==> config.mk <==
export PLATFORM = sky130hd
export DESIGN_NAME = dom_result_reader
export DESIGN_NICKNAME = d
export VERILOG_FILES = /design/src/rtl/dom_result_reader_pkg.sv /design/src/rtl/dom_result_reader_result_fifo.sv /design/src/rtl/dom_result_reader.sv
export SDC_FILE = /design/constraint.sdc
export NUM_CORES = 1
export LEC_CHECK = 0
export ABC_CLOCK_PERIOD_IN_PS = 2050
export CAP_MARGIN = 5
export CORE_AREA = 3 3 83 85
export CTS_CLUSTER_SIZE = 28
export DETAILED_ROUTE_END_ITERATION = 10
export DIE_AREA = 0 0 86 88
export PLACE_DENSITY_LB_ADDON = 0.15
export SYNTH_ARGS = -nofsm -noshare
export SYNTH_HDL_FRONTEND = slang
export SYNTH_HIERARCHICAL = 1
export SYNTH_SLANG_ARGS = --single-unit
==> constraint.sdc <==
create_clock -name clk -period 2.05 [get_ports clk]
set_input_delay 0.615 -clock clk [delete_from_list [all_inputs] [get_ports clk]]
set_output_delay 0.615 -clock clk [all_outputs]
set_load 0.01 [all_outputs]
==> src/rtl/dom_result_reader_pkg.sv <==
// Shared definitions for the output-memory result reader: FSM encoding,
// default geometry and a small sizing helper.
package dom_result_reader_pkg;

    typedef enum logic [2:0] {
        ST_IDLE    = 3'd0,
        ST_ARMED   = 3'd1,
        ST_RUNNING = 3'd2,
        ST_READ    = 3'd3,
        ST_DRAIN   = 3'd4
    } rdr_state_e;

    localparam int NUM_WORDS_DEF = 8;
    localparam int ADDR_W_DEF    = 3;
    localparam int DATA_W_DEF    = 16;

    // Bits needed to hold an occupancy count of 0..depth inclusive.
    function automatic int fifo_cnt_w(input int depth);
        return $clog2(depth + 1);
    endfunction

endpackage

==> src/rtl/dom_result_reader_result_fifo.sv <==
// Small synchronous FIFO that buffers captured result words ahead of the
// host stream. A push into a full FIFO is accepted only when the same edge
// pops, so occupancy never exceeds DEPTH.
module result_fifo #(
    parameter int WIDTH = 20,
    parameter int DEPTH = 2,
    parameter int CNT_W = $clog2(DEPTH + 1)
) (
    input  logic             clk,
    input  logic             reset,
    input  logic             push,
    input  logic             pop,
    input  logic [WIDTH-1:0] din,
    output logic [WIDTH-1:0] dout,
    output logic [CNT_W-1:0] count,
    output logic             full,
    output logic             empty
);

    localparam int PTR_W = (DEPTH > 1) ? $clog2(DEPTH) : 1;
    localparam logic [PTR_W-1:0] LAST_PTR = PTR_W'(DEPTH - 1);

    logic [WIDTH-1:0] mem_q [DEPTH];
    logic [WIDTH-1:0] mem_d [DEPTH];
    logic [PTR_W-1:0] wr_ptr_q, wr_ptr_d;
    logic [PTR_W-1:0] rd_ptr_q, rd_ptr_d;
    logic [CNT_W-1:0] count_q, count_d;
    logic             do_push, do_pop;

    // Next-state for storage, pointers and occupancy.
    always_comb begin
        do_pop   = pop && (count_q != '0);
        do_push  = push && ((count_q != CNT_W'(DEPTH)) || do_pop);
        mem_d    = mem_q;
        wr_ptr_d = wr_ptr_q;
        rd_ptr_d = rd_ptr_q;
        count_d  = count_q;
        if (do_push) begin
            mem_d[wr_ptr_q] = din;
            wr_ptr_d = (wr_ptr_q == LAST_PTR) ? '0 : wr_ptr_q + 1'b1;
        end
        if (do_pop) begin
            rd_ptr_d = (rd_ptr_q == LAST_PTR) ? '0 : rd_ptr_q + 1'b1;
        end
        if (do_push && !do_pop) begin
            count_d = count_q + 1'b1;
        end else if (!do_push && do_pop) begin
            count_d = count_q - 1'b1;
        end
    end

    // State registers; storage is cleared too so the head reads 0 out of reset.
    always_ff @(posedge clk or posedge reset) begin
        if (reset) begin
            for (int i = 0; i < DEPTH; i++) begin
                mem_q[i] <= '0;
            end
            wr_ptr_q <= '0;
            rd_ptr_q <= '0;
            count_q  <= '0;
        end else begin
            mem_q    <= mem_d;
            wr_ptr_q <= wr_ptr_d;
            rd_ptr_q <= rd_ptr_d;
            count_q  <= count_d;
        end
    end

    assign dout  = mem_q[rd_ptr_q];
    assign count = count_q;
    assign full  = (count_q == CNT_W'(DEPTH));
    assign empty = (count_q == '0);

endmodule

==> src/rtl/dom_result_reader.sv <==
// Result reader: arms on go, waits for the convolution engine's finish
// flag to fall and rise again, then reads every result word out of output
// memory and streams it to the host through a small FIFO.
module dom_result_reader
    import dom_result_reader_pkg::*;
#(
    parameter int NUM_WORDS  = NUM_WORDS_DEF,
    parameter int ADDR_W     = ADDR_W_DEF,
    parameter int DATA_W     = DATA_W_DEF,
    parameter int FIFO_DEPTH = 2
) (
    input  logic              clk,
    input  logic              reset,
    input  logic              xxx__dut__go,
    input  logic              dut__xxx__finish,
    output logic [ADDR_W-1:0] rdr__dom__address,
    output logic              rdr__dom__enable,
    output logic              rdr__dom__write,
    input  logic [DATA_W-1:0] dom__rdr__data,
    output logic              out_valid,
    input  logic              out_ready,
    output logic [DATA_W-1:0] out_data,
    output logic [ADDR_W-1:0] out_index,
    output logic              out_last,
    output logic              rdr__xxx__done,
    output logic              busy
);

    localparam int CNT_W   = fifo_cnt_w(FIFO_DEPTH);
    localparam int ENTRY_W = DATA_W + ADDR_W + 1;
    localparam logic [ADDR_W-1:0] LAST_ADDR = ADDR_W'(NUM_WORDS - 1);

    rdr_state_e        state_q, state_d;
    logic [ADDR_W-1:0] next_addr_q, next_addr_d;
    logic [ADDR_W-1:0] rd_addr_q, rd_addr_d;
    logic              rd_en_q, rd_en_d;
    logic              write_q, write_d;
    logic              done_q, done_d;
    logic              busy_q, busy_d;

    logic [CNT_W-1:0]   fifo_count;
    logic               fifo_full, fifo_empty, fifo_pop;
    logic [ENTRY_W-1:0] fifo_din, fifo_dout;
    logic [CNT_W:0]     occupied, capacity;
    logic               has_credit, drain_done;

    // The read issued on the previous edge lands in the FIFO on this edge,
    // together with its address and last marker.
    assign fifo_din  = {dom__rdr__data, rd_addr_q, (rd_addr_q == LAST_ADDR)};
    assign fifo_pop  = out_valid & out_ready;
    assign out_valid = ~fifo_empty;
    assign {out_data, out_index, out_last} = fifo_dout;

    result_fifo #(
        .WIDTH (ENTRY_W),
        .DEPTH (FIFO_DEPTH),
        .CNT_W (CNT_W)
    ) u_fifo (
        .clk   (clk),
        .reset (reset),
        .push  (rd_en_q),
        .pop   (fifo_pop),
        .din   (fifo_din),
        .dout  (fifo_dout),
        .count (fifo_count),
        .full  (fifo_full),
        .empty (fifo_empty)
    );

    // Credit: a new read may issue only if a slot is guaranteed when its data
    // lands. A pop on this edge frees a slot, which keeps one word per cycle.
    always_comb begin
        occupied   = {1'b0, fifo_count} + (CNT_W + 1)'(rd_en_q);
        capacity   = (CNT_W + 1)'(FIFO_DEPTH) + (CNT_W + 1)'(fifo_pop);
        has_credit = (occupied < capacity);
        drain_done = !rd_en_q &&
                     ((fifo_count == '0) || ((fifo_count == CNT_W'(1)) && fifo_pop));
    end

    // Sequencing: arm, skip the stale finish, wait for finish, read, drain.
    always_comb begin
        state_d     = state_q;
        next_addr_d = next_addr_q;
        rd_addr_d   = rd_addr_q;
        rd_en_d     = 1'b0;
        write_d     = 1'b0;
        done_d      = 1'b0;
        case (state_q)
            ST_IDLE: begin
                if (xxx__dut__go) begin
                    state_d     = ST_ARMED;
                    next_addr_d = '0;
                end
            end
            ST_ARMED: begin
                if (!dut__xxx__finish) state_d = ST_RUNNING;
            end
            ST_RUNNING: begin
                if (dut__xxx__finish) state_d = ST_READ;
            end
            ST_READ: begin
                if (has_credit) begin
                    rd_en_d   = 1'b1;
                    rd_addr_d = next_addr_q;
                    if (next_addr_q == LAST_ADDR) begin
                        state_d = ST_DRAIN;
                    end else begin
                        next_addr_d = next_addr_q + 1'b1;
                    end
                end
            end
            ST_DRAIN: begin
                if (drain_done) begin
                    state_d = ST_IDLE;
                    done_d  = 1'b1;
                end
            end
            default: state_d = ST_IDLE;
        endcase
        busy_d = (state_d != ST_IDLE);
    end

    // FSM and registered outputs; reset aborts any run without a done pulse.
    always_ff @(posedge clk or posedge reset) begin
        if (reset) begin
            state_q     <= ST_IDLE;
            next_addr_q <= '0;
            rd_addr_q   <= '0;
            rd_en_q     <= 1'b0;
            write_q     <= 1'b0;
            done_q      <= 1'b0;
            busy_q      <= 1'b0;
        end else begin
            state_q     <= state_d;
            next_addr_q <= next_addr_d;
            rd_addr_q   <= rd_addr_d;
            rd_en_q     <= rd_en_d;
            write_q     <= write_d;
            done_q      <= done_d;
            busy_q      <= busy_d;
        end
    end

    // A capture must never land on a full FIFO unless the same edge pops.
    assert property (@(posedge clk) disable iff (reset)
                     !(rd_en_q && fifo_full && !fifo_pop));

    assign rdr__dom__address = rd_addr_q;
    assign rdr__dom__enable  = rd_en_q;
    assign rdr__dom__write   = write_q;
    assign rdr__xxx__done    = done_q;
    assign busy              = busy_q;

endmodule

==> reports/qor.txt <==
crit path time final -> 2050 ps
Worst Path Max Fanout -> 5
detailed placer's ending HPWL -> 3.54 mm
All-Layer GR Usage -> 14.6%
Slew Limit Fails -> 0
mapped cell area -> 2760 um^2
Worst EP required -> 2240 ps
post-route ant nets -> 0
Max VDD drop -> 0.000795 V
IO Pins -> 49
htree depth -> 2
CTS Buf Count -> 5
Sink Count -> 56
root buffer cell -> clkbuf_8
initial antenna violation count -> 0
Syn Area/Cell -> 15.0 um^2
First-pass DRT Iterations -> 4
vias in the first global route -> 1751
class of the worst hold path -> reg2reg
die height -> 88 um
highest-count cells in the layout ignoring fill and taps -> 56 x dfrtp_1, 44 x mux2_4, 25 x clkdlybuf4s50_1
synthesized netlist cell count -> 184
port bufs -> 47
Initial Utilization -> 44.0%
worst setup margin -> 2.98 ps
GP Congestion -> 0.852
die area -> 7570 um^2
commonest non-fill, non-tap cell in the layout -> dfrtp_1
pin count of the biggest net entering global routing -> 35
final hold viol count -> 0
outcome -> finished, final reports clean
Post-Route WL -> 5.21 mm
first-pass GRT wire length -> 8.81 mm
Core Area -> 6280 um^2
Final Skew -> 9.75 ps
Max Cap Viol -> 0
CTS tree -> done
maximum clock frequency -> 0.489 GHz
Worst-path clk slew -> 100 ps
Final Cycle Share -> 99.9%
# rows -> 29
n_diodes -> 0
static leakage -> 1.64 nW
remaining global-route overflow -> 0
Max clock buf depth -> 2
Worst Path Arrival -> 2240 ps
Finish-stage setup viols -> 0
Vias -> 1648
PwrDens -> 1810 nW/um^2
drt initial violations -> 48
RSZ-0062 raised after global routing -> yes
Die Width -> 86 um
syn_nets -> 210
drt drc -> 0
Fill cells -> 526
critical path startpoint category -> flop
Post-Place Worst Slack -> -364 ps
Area Overhead vs Synth -> 28.6%
Worst Setup End Kind -> flop
Area after DPL -> 3440 um^2
design area -> 3550 um^2
YS warnings -> 6
final layout net count -> 276
Clock Latency Late Sink -> 310 ps
Crit Path Class -> reg2reg
drt via density -> 5.02
cts hold-fix bufs -> 0
share of cells above drive strength 1 -> 49.8%
drt wl/cell -> 15.9 um
## critical path, cell delays in order, from the launching register on
cell and delay (ps):
dfrtp_1 440, ha_1 280, or3b_4 430, a2111oi_4 290, buf_4 200, mux2_4 300
## path summary, 6_finish.rpt
check                            startpoint                   end  slack, ps  cells past startpoint
max in group asynchronous             reset      u_fifo/mem_q[11]       1000                      3
hold / removal             u_fifo/mem_q[19]      u_fifo/mem_q[19]        510                      1
min in group asynchronous             reset       u_fifo/mem_q[9]        570                      2
setup reg to reg            u_fifo/count[0]  rdr__dom__address[0]          3                      5
setup / recovery            u_fifo/count[0]  rdr__dom__address[0]          3                      5
hold reg to reg            u_fifo/mem_q[19]      u_fifo/mem_q[19]        510                      1
## flip-flops by register name, indices dropped and copies added (netlist names)
name               flops
u_fifo/mem_q          40
next_addr_q            3
rdr__dom__address      3
state_q                3
u_fifo/count           2
busy                   1
rdr__dom__enable       1
rdr__xxx__done         1
u_fifo/rd_ptr_q        1
u_fifo/wr_ptr_q        1
## routing by layer
| layer | up-vias | share of wire (%) | GRT usage, % |
|---|---|---|---|
| met5 | - | 0 | 0 |
| met2 | 39 | 47 | 22.6 |
| li1 | 775 | - | - |
| met4 | 0 | 0.50 | 3.45 |
| met1 | 832 | 48 | 21.1 |
| met3 | 2 | 4.5 | 2.92 |
## through the flow
step,TNS [ps],cells,hold WS [ps],total power (W),util [%]
CTS,-116,327,517,0.00645,56.3
detailed placement,-13620,316,491,0.00570,54.7
floorplan,0,184,476,0.00434,-
global placement,-13610,316,485,0.00568,54.7
finish,0,328,514,0.00642,56.6
global route,-360,328,531,0.00685,56.6
## final cells by class
class                   count  area, um^2  area share (%)
inverters                   6        22.5           0.634
clock buffers               5        68.8            1.94
repair buffers             69         638            18.0
clock inverters             3        42.5            1.20
flip-flops and latches     56        1400            39.5
multi-input cells         112        1280            36.1
well taps                  77        96.3            2.71
## timing repair
action	CTS	global route
pin swaps	4	4
endpoints found under the hold margin	0	0
endpoints found under the setup margin	24	25
cloned	1	0
buffers inserted	2	1
resized for setup	92	2
## power by group
part	internal [W]	total, W	switching [W]
Sequential	0.00163	0.00195	0.000318
Clock	0.000362	0.000722	0.000360
Combinational	0.00235	0.00375	0.00140
(Power assumes the default switching activity.)
